[src/rtl/chunked_add_sequencer_pkg.sv]
// ---------------------------------------------------------------------------
// add_seq_pkg
// Shared types and helpers for the chunked add sequencer.
//   add_seq_state_t : sequencer FSM state encoding (IDLE, RUN, DONE)
//   chunk_idx_w()   : width of the chunk index register, at least 1 bit
// ---------------------------------------------------------------------------
package add_seq_pkg;

    typedef enum logic [1:0] {
        IDLE,
        RUN,
        DONE
    } add_seq_state_t;

    // A single-chunk configuration still needs a 1-bit index register.
    function automatic int chunk_idx_w(input int nchunk);
        return (nchunk <= 1) ? 1 : $clog2(nchunk);
    endfunction

endpackage

[src/rtl/chunked_add_sequencer_if.sv]
// ---------------------------------------------------------------------------
// chunked_add_sequencer_if
// Operand/result handshake bundle of the chunked add sequencer.
//   in_valid/in_ready   : operand set handshake (producer -> sequencer)
//   in_a, in_b, in_cin  : operands and carry-in
//   out_valid/out_ready : result handshake (sequencer -> consumer)
//   out_sum, out_cout   : result and carry-out
//   busy                : sequencer is in RUN or DONE
//   master : producer/consumer side;  slave : sequencer side
//
// full_adder_intf
// Connection to one BITWIDTH-wide adder slice.
//   a, b, cin : slice operands;  sum, cout : slice result
//   master : slice user;  slave : slice implementation
// ---------------------------------------------------------------------------
interface chunked_add_sequencer_if #(
    parameter int WIDTH = 32
);
    logic             in_valid;
    logic             in_ready;
    logic [WIDTH-1:0] in_a;
    logic [WIDTH-1:0] in_b;
    logic             in_cin;
    logic             out_valid;
    logic             out_ready;
    logic [WIDTH-1:0] out_sum;
    logic             out_cout;
    logic             busy;

    modport master (
        output in_valid, in_a, in_b, in_cin, out_ready,
        input  in_ready, out_valid, out_sum, out_cout, busy
    );

    modport slave (
        input  in_valid, in_a, in_b, in_cin, out_ready,
        output in_ready, out_valid, out_sum, out_cout, busy
    );
endinterface

interface full_adder_intf #(
    parameter int BITWIDTH = 8
);
    logic [BITWIDTH-1:0] a;
    logic [BITWIDTH-1:0] b;
    logic                cin;
    logic [BITWIDTH-1:0] sum;
    logic                cout;

    modport master (output a, b, cin, input sum, cout);
    modport slave  (input a, b, cin, output sum, cout);
endinterface

[src/rtl/chunked_add_sequencer_slice.sv]
// ---------------------------------------------------------------------------
// ripple_adder_generic
// Purely combinational BITWIDTH-bit ripple-carry adder slice.
//   fa.a, fa.b, fa.cin : operands and carry-in
//   fa.sum, fa.cout    : sum and carry out of the top bit
// ---------------------------------------------------------------------------
module ripple_adder_generic #(
    parameter int BITWIDTH = 8
) (
    full_adder_intf.slave fa
);

    logic [BITWIDTH-1:0] sum_v;
    logic                carry_v;

    always_comb begin
        sum_v   = '0;
        carry_v = fa.cin;
        for (int unsigned i = 0; i < BITWIDTH; i++) begin
            sum_v[i] = fa.a[i] ^ fa.b[i] ^ carry_v;
            carry_v  = (fa.a[i] & fa.b[i]) | (carry_v & (fa.a[i] ^ fa.b[i]));
        end
    end

    assign fa.sum  = sum_v;
    assign fa.cout = carry_v;

endmodule

[src/rtl/chunked_add_sequencer.sv]
// ---------------------------------------------------------------------------
// chunked_add_sequencer
// Wide adder that reuses one CHUNK-bit slice over WIDTH/CHUNK cycles,
// LSB chunk first, with a registered 1-bit carry between chunks.
//   clk  : rising-edge clock
//   rst  : asynchronous active-high reset (aborts any operation)
//   bus  : operand/result handshake (see chunked_add_sequencer_if)
// ---------------------------------------------------------------------------
module chunked_add_sequencer
    import add_seq_pkg::*;
#(
    parameter int WIDTH = 32,
    parameter int CHUNK = 8
) (
    input  logic                    clk,
    input  logic                    rst,
    chunked_add_sequencer_if.slave  bus
);

    localparam int NCHUNK = (CHUNK < 1) ? 1 : WIDTH / CHUNK;
    localparam int IDXW   = chunk_idx_w(NCHUNK);
    localparam logic [IDXW-1:0] LAST_IDX = IDXW'(NCHUNK - 1);

    if (CHUNK < 1) begin : g_bad_chunk
        $error("chunked_add_sequencer: CHUNK must be at least 1");
    end else if (WIDTH % CHUNK != 0) begin : g_bad_width
        $error("chunked_add_sequencer: WIDTH must be a multiple of CHUNK");
    end

    add_seq_state_t   state_q, state_d;
    logic [WIDTH-1:0] a_q, a_d;
    logic [WIDTH-1:0] b_q, b_d;
    logic [WIDTH-1:0] sum_q, sum_d;
    logic             carry_q, carry_d;
    logic             cout_q, cout_d;
    logic [IDXW-1:0]  idx_q, idx_d;
    logic [31:0]      base;

    full_adder_intf #(.BITWIDTH(CHUNK)) slice_if ();

    ripple_adder_generic #(.BITWIDTH(CHUNK)) u_slice (
        .fa (slice_if)
    );

    // Bit offset of the chunk currently being added.
    assign base         = 32'(idx_q) * CHUNK;
    assign slice_if.a   = a_q[base +: CHUNK];
    assign slice_if.b   = b_q[base +: CHUNK];
    assign slice_if.cin = carry_q;

    always_comb begin
        state_d = state_q;
        a_d     = a_q;
        b_d     = b_q;
        sum_d   = sum_q;
        carry_d = carry_q;
        cout_d  = cout_q;
        idx_d   = idx_q;
        case (state_q)
            IDLE: begin
                if (bus.in_valid) begin
                    a_d     = bus.in_a;
                    b_d     = bus.in_b;
                    carry_d = bus.in_cin;
                    idx_d   = '0;
                    state_d = RUN;
                end
            end
            RUN: begin
                sum_d[base +: CHUNK] = slice_if.sum;
                carry_d              = slice_if.cout;
                if (idx_q == LAST_IDX) begin
                    cout_d  = slice_if.cout;
                    idx_d   = '0;
                    state_d = DONE;
                end else begin
                    idx_d = idx_q + IDXW'(1);
                end
            end
            DONE: begin
                if (bus.out_ready) begin
                    state_d = IDLE;
                end
            end
            default: state_d = IDLE;
        endcase
    end

    always_ff @(posedge clk or posedge rst) begin
        if (rst) begin
            state_q <= IDLE;
            a_q     <= '0;
            b_q     <= '0;
            sum_q   <= '0;
            carry_q <= 1'b0;
            cout_q  <= 1'b0;
            idx_q   <= '0;
        end else begin
            state_q <= state_d;
            a_q     <= a_d;
            b_q     <= b_d;
            sum_q   <= sum_d;
            carry_q <= carry_d;
            cout_q  <= cout_d;
            idx_q   <= idx_d;
        end
    end

    assign bus.in_ready  = (state_q == IDLE);
    assign bus.out_valid = (state_q == DONE);
    assign bus.busy      = (state_q != IDLE);
    assign bus.out_sum   = sum_q;
    assign bus.out_cout  = cout_q;

endmodule

[src/flat_wrapper.sv]
// flat-port wrapper written by rule: the top's interface ports become plain ports
module chunked_add_sequencer_flat import add_seq_pkg::*;
#(
    parameter int WIDTH = 32,
    parameter int CHUNK = 8
)
  (clk, rst, bus_in_valid, bus_in_a, bus_in_b, bus_in_cin, bus_out_ready, bus_in_ready, bus_out_valid, bus_out_sum, bus_out_cout, bus_busy);
  chunked_add_sequencer_if #(.WIDTH(WIDTH)) bus_i ();
  input  logic clk;
  input  logic rst;
  input wire logic [$bits(bus_i.in_valid)-1:0] bus_in_valid;
  input wire logic [$bits(bus_i.in_a)-1:0] bus_in_a;
  input wire logic [$bits(bus_i.in_b)-1:0] bus_in_b;
  input wire logic [$bits(bus_i.in_cin)-1:0] bus_in_cin;
  input wire logic [$bits(bus_i.out_ready)-1:0] bus_out_ready;
  output wire logic [$bits(bus_i.in_ready)-1:0] bus_in_ready;
  output wire logic [$bits(bus_i.out_valid)-1:0] bus_out_valid;
  output wire logic [$bits(bus_i.out_sum)-1:0] bus_out_sum;
  output wire logic [$bits(bus_i.out_cout)-1:0] bus_out_cout;
  output wire logic [$bits(bus_i.busy)-1:0] bus_busy;
  assign bus_i.in_valid = bus_in_valid;
  assign bus_i.in_a = bus_in_a;
  assign bus_i.in_b = bus_in_b;
  assign bus_i.in_cin = bus_in_cin;
  assign bus_i.out_ready = bus_out_ready;
  assign bus_in_ready = bus_i.in_ready;
  assign bus_out_valid = bus_i.out_valid;
  assign bus_out_sum = bus_i.out_sum;
  assign bus_out_cout = bus_i.out_cout;
  assign bus_busy = bus_i.busy;
  chunked_add_sequencer #(.WIDTH(WIDTH), .CHUNK(CHUNK)) u_core (.clk(clk), .rst(rst), .bus(bus_i));
endmodule
[config.mk]
export PLATFORM = sky130hd
export DESIGN_NAME = chunked_add_sequencer_flat
export DESIGN_NICKNAME = d
export VERILOG_FILES = /design/src/rtl/chunked_add_sequencer_pkg.sv /design/src/rtl/chunked_add_sequencer_if.sv /design/src/rtl/chunked_add_sequencer_slice.sv /design/src/rtl/chunked_add_sequencer.sv /design/src/flat_wrapper.sv
export SDC_FILE = /design/constraint.sdc
export NUM_CORES = 1
export LEC_CHECK = 0
export ABC_AREA = 1
export CAP_MARGIN = 20
export CORE_ASPECT_RATIO = 0.9
export CORE_MARGIN = 4
export CORE_UTILIZATION = 45
export DETAILED_ROUTE_END_ITERATION = 6
export PLACE_DENSITY_LB_ADDON = 0.05
export SLEW_MARGIN = 20
export SYNTH_ARGS = -nofsm -noshare
export SYNTH_HDL_FRONTEND = slang
export SYNTH_SLANG_ARGS = --single-unit
[constraint.sdc]
create_clock -name clk -period 4.35 [get_ports clk]
set_clock_uncertainty 0.2 [all_clocks]
set_input_delay 0.87 -clock clk [delete_from_list [all_inputs] [get_ports clk]]
set_output_delay 0.87 -clock clk [all_outputs]
set_load 0.01 [all_outputs]
[After elaboration in Yosys (flattened, before gate mapping)]
Index checks and enable logic that the tools add are counted.
Storage, ports and cells
  output and inout port bits: 36
  bits of input ports: 69
  register bits after elaboration: 102
  word-level logic and storage cells: 76
Cells by class
  bitwise gates (word level): 40
  reductions and logical operators: 7
  eq/ne operators: 6
  $add $sub $neg: 2
  shifts and indexed selects: 4
  multiplexer cells: 10
Operators with widths (number)
  variable part select 32 x 6 -> 8 bit: 2
  negator 5 -> 34 bit: 1
  variable shift 8 x 34 -> 32 bit (first input constant): 1
  variable part select 8 x 34 -> 32 bit: 1
  bitwise mux 32 bit: 1
  AND 1 bit: 16
  XOR 1 bit: 16
  two-way mux 2 bit: 5
  bitwise OR 1 bit: 8
  one-hot mux 2 bit (3 select lines): 1
  AND reduction 2 bit: 3
  == test 2 bit (second input constant): 2
  != test 2 bit (second input constant): 2
  one-hot mux 2 bit (2 select lines): 1
  nonzero test 2 bit: 2
  AND reduction 3 bit: 1
  adder 2 x 1 -> 2 bit (second input constant): 1
  == test 2 x 1 -> 1 bit (second input constant): 1
  zero test 2 bit: 1
  != test 2 x 1 -> 1 bit (second input constant): 1
  one-hot mux 1 bit (2 select lines): 1
  two-way mux 1 bit: 1

[Depth between registers and ports, before layout]
  depth after elaboration: 19
  gate-level depth with buffers: 21
  gate-level depth less buffers: 19

[Modules after synthesis]
From an unflattened synthesis, not the netlist that was laid out.
Unflattened totals
  cell total of the unflattened synthesis: 598
  area total of the unflattened synthesis: 4964.8 sq um
Modules (own cells, without submodules)
  chunked_add_sequencer: times used 1, area each 4767.1 sq um, sequential area each 2552.4 sq um, cells each 580
  ripple_adder_generic: times used 1, area each 197.7 sq um, sequential area each 0.0 sq um, cells each 18

[Least setup slack after synthesis]
OpenSTA, ideal clock, no wires.
  path type: reg-to-reg
  start point: register u_core.idx_q[0]
  end point: register u_core.sum_q[31], in the netlist u_core.bus.out_sum[31]
  clock period less this slack: 4.154 ns
  library setup time: 0.117 ns
  cell stages (with the launch flop): 21
  buffers on the path: 2
  arrival time: 3.837 ns
  required time: 4.033 ns
  setup slack: 0.196 ns
  cell sequence: dfrtp_1 -> buf_2 -> clkbuf_1 -> nand2_1 -> nand3_1 -> nand2_1 -> fa_1 -> fa_1 -> fa_1 -> inv_1 -> fa_1 -> fa_1 -> fa_1 -> inv_1 -> fa_1 -> inv_1 -> fa_1 -> nand3_1 -> inv_1 -> nand2_1 -> nand2_1
On the way
  cells in the longest elaborated chain, start to end: 19
  elaborated cells between the ends (all ways): 43
  those cells by class: 1 x add/sub; 4 x shift; 1 x mux; 37 x bitwise
RTL lines
  start, declared: line chunked_add_sequencer.sv:36  | logic [IDXW-1:0] idx_q, idx_d;
  start signal, assigned: line chunked_add_sequencer.sv:105  | idx_q <= idx_d;
  variable part select 32 x 6 -> 8 bit (on tied branches): line chunked_add_sequencer.sv:47, chunked_add_sequencer.sv:48
  XOR 1 bit: line chunked_add_sequencer_slice.sv:20, chunked_add_sequencer_slice.sv:21
  AND 1 bit: line chunked_add_sequencer_slice.sv:21  | carry_v = (fa.a[i] & fa.b[i]) | (carry_v & (fa.a[i] ^ fa.b[i]));
  bitwise OR 1 bit: line chunked_add_sequencer_slice.sv:21
  AND 1 bit: line chunked_add_sequencer_slice.sv:21
  bitwise OR 1 bit: line chunked_add_sequencer_slice.sv:21
  AND 1 bit: line chunked_add_sequencer_slice.sv:21
  bitwise OR 1 bit: line chunked_add_sequencer_slice.sv:21
  (+3 left out)
  bitwise OR 1 bit: line chunked_add_sequencer_slice.sv:21
  AND 1 bit: line chunked_add_sequencer_slice.sv:21
  bitwise OR 1 bit: line chunked_add_sequencer_slice.sv:21
  AND 1 bit: line chunked_add_sequencer_slice.sv:21
  bitwise OR 1 bit: line chunked_add_sequencer_slice.sv:21
  XOR 1 bit: line chunked_add_sequencer_slice.sv:20  | sum_v[i] = fa.a[i] ^ fa.b[i] ^ carry_v;
  variable part select 8 x 34 -> 32 bit: line chunked_add_sequencer.sv:70  | sum_d[base +: CHUNK] = slice_if.sum;
  bitwise mux 32 bit (*): line chunked_add_sequencer.sv:70
  end signal, assigned: line chunked_add_sequencer.sv:102  | sum_q <= sum_d;
  end, declared: line chunked_add_sequencer.sv:33  | logic [WIDTH-1:0] sum_q, sum_d;
Mark *: on every way between the ends. The rest lies on a longest branch, timed or not.
A chain may end at the register's enable or synchronous reset.

[Worst setup path after layout]
  start point: register u_core.idx_q[1]
  end point: register u_core.sum_q[31], in the netlist u_core.bus.out_sum[31]
Same word-level chain as after synthesis.

==> flow_metrics.py <==
metrics = {
    "status": {
        "status": "completed",
    },
    "synth": {
        "syn_inst": 628,
        "ys_seq_elements": 102,
        "syn_area_mm2": 0.00502,
        "synth.distinct_cells": 21,
        "synthArstFlopShare": 1.00,
        "synth_ff_type": "dfrtp_1",
        "avgSynthCellArea_um2": 7.99,
        "yosysSeqAreaShare": 0.509,
        "syn_nets": 711,
        "yosysWarnings": 0,
        "synth-edff-count": 0,
    },
    "timing": {
        "timing.final.crit_share": 0.933,
        "drv_slew": 0,
        "setup_viol": 0,
        "fmax_ghz": 0.246,
        "final_hold_viol_count": 0,
        "tns_ns": 0,
        "worst_slew_pin_slew_ns": 0.642,
        "maxSlewHeadroom": 0.572,
        "period_needed_ns": 4.06,
        "rsz0062_at_grt": "no",
    },
    "routing": {
        "ant_nets": 0,
        "route.detailed.drc": 0,
        "vias": 4295,
        "firstDrtPassIters": 4,
        "drt_iter0_markers": 297,
        "viasPerCell": 4.89,
        "drt-total-wl_mm": 12.5,
        "routedWlPerCell_um": 14.2,
    },
    "final_layout": {
        "syn_to_final_growth_pct": 28.4,
        "fin_nets": 804,
        "multiInputGateArea_mm2": 0.00211,
        "drive_gt1_frac": 0.0592,
        "stdcell_area_mm2": 0.00644,
        "regArea_mm2": 0.00255,
        "mostFrequentLayoutCells": "nand2_1 (269), nand3_1 (103), clkdlybuf4s50_1 (103)",
        "antenna_cells": 0,
        "layout.cells.most_common": "nand2_1",
        "n_fill_cell": 1057,
    },
    "floorplanning": {
        "initial_core_util": 0.462,
        "io_pins": 105,
        "fp-row-count": 36,
        "die_x_um": 119,
        "die-area_mm2": 0.0129,
        "die_h_um": 108,
        "coreArea_mm2": 0.0109,
    },
    "global_routing": {
        "grt_max_degree": 67,
        "antenna_found_initial": 0,
        "grt_pass1_wl_mm": 20.7,
        "grt_pass1_vias": 4218,
        "grt_overflow": 0,
        "grt_usage": 0.200,
    },
    "critical_path": {
        "crit_fanout": 9,
        "crit_top_cell": "fa_1",
        "crit_buf_inv": 5,
        "cpMaxStageDelayCell": "dfrtp_2",
        "crit_arrival_ns": 4.08,
        "critPathMaxStageDelay_ns": 0.48,
        "crit_chain": "buf_4 -> nand3_1 -> nand2_1 -> fa_1 -> fa_1 -> fa_1 -> inv_1 -> fa_1 -> fa_1 -> fa_1 -> inv_1 -> fa_1 -> inv_1 -> fa_1 -> nand3_1 -> inv_1 -> nand2_1 -> nand2_1",
        "worstSetupEndpointType": "flip-flop",
        "crit_family": "adder cells",
        "required_ns": 4.37,
        "crit_type": "flip-flop to flip-flop",
        "worstSetupStartpointType": "flip-flop",
    },
    "clock_tree": {
        "root_buffer": "clkbuf_16",
        "clkTransAtPathRegs_ns": 0.08,
        "numCtsBuffers": 9,
        "clock_latency_ns": 0.34,
        "clock_path_buffers": 2,
        "htree_levels": 3,
        "cts_sinks": 102,
        "cts_hold_buf": 0,
        "cts_tree": "yes",
    },
    "power": {
        "ir_worst_vdd_mv": 0.438,
        "p_leak_nw": 3.32,
        "p_total_mw": 5.08,
        "power_density_mw_per_mm2": 788,
    },
    "flow_run": {
        "drv_cap": 0,
    },
    "placement": {
        "place_congestion": 0.927,
        "place_area_mm2": 0.00612,
        "dp_hpwl_mm": 9.43,
        "portBuffers": 104,
    },
    "min_path": {
        "hold_path.class": "flip-flop to flip-flop",
    },
}
-- sequential cells by signal (all words and copies together) (netlist names) --
name	cells
u_core.a_q	32
u_core.b_q	32
u_core.bus.out_sum	32
u_core.idx_q	2
u_core.state_q	2
u_core.bus.out_cout	1
u_core.carry_q	1
-- worst min-delay path, stage by stage, from the launching register on --
cell and delay [ns]:
dfrtp_1 0.34, nand2_1 0.05, nand2_1 0.04
-- area by class of cell --
| cell class | count | share of cell area |
|---|---|---|
| clock inverters | 6 | 0.0107 |
| clock buffers | 10 | 0.0371 |
| inverters | 39 | 0.0231 |
| well taps | 152 | 0.0295 |
| repair buffers | 116 | 0.175 |
| multi-input cells | 453 | 0.328 |
| flip-flops and latches | 102 | 0.396 |
-- kinds of logic (layout without fill, tap and decap cells) --
| kind of cell | count (synthesis) | in the layout | share of synthesized area |
|---|---|---|---|
| AOI/OAI and AO/OA | 28 | 28 | 0.0324 |
| adders and majority gates | 14 | 14 | 0.0469 |
| and+or+nand+nor | 411 | 411 | 0.340 |
| buffers and inverters | 73 | 171 | 0.0718 |
| DFF | 102 | 102 | 0.509 |
-- where the power goes --
| part | switching, mW | internal (mW) | total [mW] | leakage, nW |
|---|---|---|---|---|
| logic | 1.61 | 1.01 | 2.62 | 1.86 |
| registers | 0.281 | 1.35 | 1.63 | 1.31 |
| clock network | 0.359 | 0.466 | 0.826 | 0.149 |
| total | 2.25 | 2.83 | 5.08 | 3.32 |
-- timing repair --
action | in CTS | in global routing
endpoints found under the setup margin | 0 | 4
buffers inserted | 0 | 1
gates resized for setup | 0 | 4
hold endpoints to repair | 0 | 0
-- synth_stat cells, types with 5 or more instances --
| cell type | instances | share of area |
|---|---|---|
| nand2_1 | 270 | 0.20 |
| nand3_1 | 103 | 0.10 |
| dfrtp_1 | 102 | 0.51 |
| inv_1 | 36 | 0.027 |
| nor2_1 | 31 | 0.023 |
| buf_2 | 18 | 0.018 |
| o21ai_0 | 17 | 0.017 |
| fa_1 | 8 | 0.032 |
| o211ai_1 | 8 | 0.012 |
| buf_6 | 6 | 0.013 |
| ha_1 | 6 | 0.015 |
| buf_4 | 5 | 0.0075 |
-- per-layer routing --
metal / vias up / part of all wire / global-route usage
met5: - / 0 / 0
li1: 2171 / - / -
met4: 0 / 0.012 / 0.0572
met3: 8 / 0.044 / 0.0387
met1: 2017 / 0.45 / 0.263
met2: 99 / 0.49 / 0.341
-- stage by stage --
step	hold WS (ns)	util	worst slack, ns	instances
6_report	0.272	0.594	0.290	878
4_1_cts	0.275	0.592	0.245	877
3_5_place_dp	0.258	0.564	0.262	861
3_3_place_gp	0.259	0.564	0.317	861
5_1_grt	0.297	0.594	0.0130	878
2_1_floorplan	0.237	-	0.196	628
-- path summary, 6_finish.rpt --
path,start,endpoint,slack [ns],depth (start not counted)
max in group asynchronous,rst,u_core.bus.out_sum[31]$_DFFE_PP0P_,2.39,3
hold reg to reg,u_core.a_q[24]$_DFFE_PP0P_,u_core.a_q[24]$_DFFE_PP0P_,0.27,2
hold / removal,u_core.a_q[24]$_DFFE_PP0P_,u_core.a_q[24]$_DFFE_PP0P_,0.27,2
min in group asynchronous,rst,u_core.bus.out_sum[25]$_DFFE_PP0P_,0.76,2
setup reg to reg,u_core.idx_q[1]$_DFFE_PP0P_,u_core.bus.out_sum[31]$_DFFE_PP0P_,0.29,18
setup / recovery,u_core.idx_q[1]$_DFFE_PP0P_,u_core.bus.out_sum[31]$_DFFE_PP0P_,0.29,18
(Power assumes the default switching activity.)
==> RTL edit 1 (config.mk and constraints unchanged) <==
`WIDTH` is set to 32 in 3 places; all go to 40.
--- a/src/rtl/chunked_add_sequencer_if.sv
+++ b/src/rtl/chunked_add_sequencer_if.sv
@@ -16,3 +16,3 @@
 interface chunked_add_sequencer_if #(
-    parameter int WIDTH = 32
+    parameter int WIDTH = 40
 );
--- a/src/rtl/chunked_add_sequencer.sv
+++ b/src/rtl/chunked_add_sequencer.sv
@@ -11,3 +11,3 @@
 #(
-    parameter int WIDTH = 32,
+    parameter int WIDTH = 40,
     parameter int CHUNK = 8
--- a/src/flat_wrapper.sv
+++ b/src/flat_wrapper.sv
@@ -3,3 +3,3 @@
 #(
-    parameter int WIDTH = 32,
+    parameter int WIDTH = 40,
     parameter int CHUNK = 8
Ports: changed (resized bus_in_a, bus_in_b and bus_out_sum); port bits go from 105 to 129. The function was not compared with the original's and may differ.
==> RTL edit 1 against the original RTL <==
- sequential cell count up 25
- worst setup slack worse by 0.29 ns
- clock power up 90%
- core utilization up 4.0 points
- synthesized area up 23%
- total power up 43%
- wire length up 31%
- final area up 32%
==> RTL edit 1: results (changes against the original RTL) <==
- Syn nets: 861 (was 711)
- Sequential power share: 28.5% (was 32.1%)
- Peak fanout along the critical path: 5 (was 9)
- Worst-margin pin slew: 0.756 ns (was 0.642 ns)
- DP Wirelength: 11900 um (was 9430 um)
- Number of buffers created by CTS: 17 (was 9)
- Filler cell count: 1204 (was 1057)
- Comb group: 3.62 mW (was 2.62 mW)
- Via density: 5.01 (was 4.89)
- Slack of the worst reg-to-reg path: 0.001 ns (was 0.29 ns)
- Largest net degree at the start of global routing: 77 (was 67)
- Synth top area cells: dfrtp_1 51%, nand2_1 23%, nand3_1 4.9% (was dfrtp_1 51%, nand2_1 20%, nand3_1 10%)
- Reg2Reg Depth: 22 (was 18)
- CTS clk-pin slew, worst paths: 0.05 ns (was 0.08 ns)
- Dpl cells: 1049 (was 861)
- Post-Place Cell Area: 7690 um^2 (was 6120 um^2)
- Worst EP arrival: 4.44 ns (was 4.08 ns)
- Outcome: finished, final reports clean (unchanged)
- Via count: 5431 (was 4295)
- M1 GR Usage: 30.6% (was 26.3%)
- Met1 Wirelength: 7640 um (was 5610 um)
- Final Wtd Congestion: 0.880 (was 0.927)
- Combinational group share of total power: 49.9% (was 51.6%)
- H-tree levels: 4 (was 3)
- Layout cells sized above 1: 13.5% (was 5.92%)
- Compound-Gate Fraction of Synth Area: 6.18% (was 3.24%)
- Critical path destination: u_core.bus.out_sum[15] (was u_core.bus.out_sum[31])
- Routed len/inst: 15.1 um (was 14.2 um)
- Reg-to-Reg Start: u_core.idx_q[0] (was u_core.idx_q[1])
- 1st-iter DRT viols: 406 (was 297)
- Global Route Usage Sum: 21.7% (was 20.0%)
- Peak supply drop: 0.498 mV (was 0.438 mV)
- # rows: 40 (was 36)
- Yosys cell types: 30 (was 21)
- Period Utilization, post-route: 100% (was 93.3%)
- Initial core utilization: 46.0% (was 46.2%)
- Met3 WL: 866 um (was 547 um)
- Clock latency on the worst-skew pair: 0.41 ns (was 0.34 ns)
- Most frequent cells after synthesis: 374 x nand2_1, 127 x dfrtp_1, 60 x nand3_1 (was 270 x nand2_1, 103 x nand3_1, 102 x dfrtp_1)
- Leak: 4.19 nW (was 3.32 nW)
- Sw frac: 42.3% (was 44.3%)
- Post-CTS Resized: 13 (was 0)
- Number of port buffers: 128 (was 104)
- CP peak stage delay: 0.41 ns (was 0.48 ns)
- Synth Instances: 764 (was 628)
RTL edit 1: area by class of cell:
type | count | area, um^2 | share of cell area, %
clock buffer | 21 | 470 | 5.54
clock inverter | 10 | 184 | 2.16
inverter | 63 | 253 | 2.97
multi-input combinational | 538 | 2630 | 30.9
sequential | 127 | 3180 | 37.4
tap | 168 | 210 | 2.47
timing repair buffer | 157 | 1580 | 18.5
RTL edit 1: worst min path at each step:
stage	start	endpoint	slack, ns
2_1_floorplan	u_core.a_q[0]	u_core.a_q[0]	0.25
3_3_place_gp	u_core.b_q[9]	u_core.b_q[9]	0.26
3_5_place_dp	u_core.bus.out_cout	u_core.bus.out_cout	0.27
4_1_cts	u_core.bus.out_cout	u_core.bus.out_cout	0.28
5_1_grt	u_core.a_q[26]	u_core.a_q[26]	0.30
6_report	u_core.bus.out_cout	u_core.bus.out_cout	0.28
==> RTL edit 2 (same settings) <==
Without the edit above. The 3 states of `add_seq_state_t` get a one-hot encoding in 3 bits.
--- a/src/rtl/chunked_add_sequencer_pkg.sv
+++ b/src/rtl/chunked_add_sequencer_pkg.sv
@@ -8,6 +8,6 @@
 
-    typedef enum logic [1:0] {
-        IDLE,
-        RUN,
-        DONE
+    typedef enum logic [2:0] {
+        IDLE = 3'b001,
+        RUN  = 3'b010,
+        DONE = 3'b100
     } add_seq_state_t;
Function: no difference found for any inputs over 10 cycles, from zero or initial values and one cycle with rst high; not proved beyond that.
==> RTL edit 2 against the original RTL <==
- die area decreased by 2.8%
- core utilization grew 1.9 points
- final area fell by 0.85%
- total power is 4.3% lower
- worst setup slack lost 0.061 ns
- sequential cell count increased by 1
- wire length fell by 2.7%
- synthesized area decreased by 3.0%
- global-route usage down 0.44 points
- non-clock buffer count increased by 5
- highest routed layer unchanged
==> RTL edit 2: results (changes against the original RTL) <==
- Critical path origin: u_core.idx_q[0] (was u_core.idx_q[1])
- Via density: 5.06 (was 4.89)
- Sequential share of the synthesized area: 53.0% (was 50.9%)
- Peak supply drop: 0.391 mV (was 0.438 mV)
- Most frequent cells after synthesis: 231 x nand2_1, 102 x dfrtp_1, 66 x o21ai_0 (was 270 x nand2_1, 103 x nand3_1, 102 x dfrtp_1)
- #MultiIn Comb: 407 (was 453)
- Global Route Usage Sum: 19.6% (was 20.0%)
- Slack of the worst reg-to-reg path: 0.23 ns (was 0.29 ns)
- Filler cell count: 984 (was 1057)
- Syn avg cell area: 8.25 um^2 (was 7.99 um^2)
- WL met2: 5790 um (was 6150 um)
- 1st-iter DRT viols: 223 (was 297)
- First-pass GRT wire length: 19900 um (was 20700 um)
- Synth top area cells: dfrtp_1 52%, nand2_1 18%, o21ai_0 6.8% (was dfrtp_1 51%, nand2_1 20%, nand3_1 10%)
- Layout Nets: 777 (was 804)
- Reg2Reg Depth: 17 (was 18)
- Worst EP arrival: 4.12 ns (was 4.08 ns)
- DP Wirelength: 8910 um (was 9430 um)
- Dpl cells: 807 (was 861)
- Endpoint, Worst Hold: u_core.b_q[7] (was u_core.a_q[24])
- Leak: 3.12 nW (was 3.32 nW)
- Slowest stage cell on the critical path: fa_1 (was dfrtp_2)
- Critical path destination: u_core.bus.out_sum[23] (was u_core.bus.out_sum[31])
- Signal buf overhead: 18.5% (was 17.5%)
- Met3 WL: 674 um (was 547 um)
- Outcome: finished, final reports clean (unchanged)
## RTL edit 2: cells by family (layout without fill, tap and decap cells)
logic type / after synthesis / after routing
AO/OA/AOI/OAI: 95 / 95
AND/OR/NAND/NOR: 298 / 298
adder cells (fa/ha/maj): 14 / 14
flip-flops: 103 / 103
buffers and inverters: 80 / 187
## RTL edit 2: power groups by stage
stage	clock network (mW)	logic, mW	registers [mW]
5_1_grt	0.886	2.76	1.59
6_report	0.828	2.48	1.55
3_3_place_gp	0	2.27	1.57
4_1_cts	0.845	2.34	1.55
3_5_place_dp	0	2.32	1.57
2_1_floorplan	0	1.52	1.54
## RTL edit 2: what timing repair did
action | 4_1_cts | 5_1_grt
buffers inserted | 0 | 5
setup endpoints to repair | 0 | 2
gates resized for setup | 0 | 13
## RTL edit 2: layer usage
layer  up-vias  track usage, %
met2       130            32.2
met4         0            6.36
met5         -               0
li1       2063               -
met3        17            4.22
met1      1967            26.0
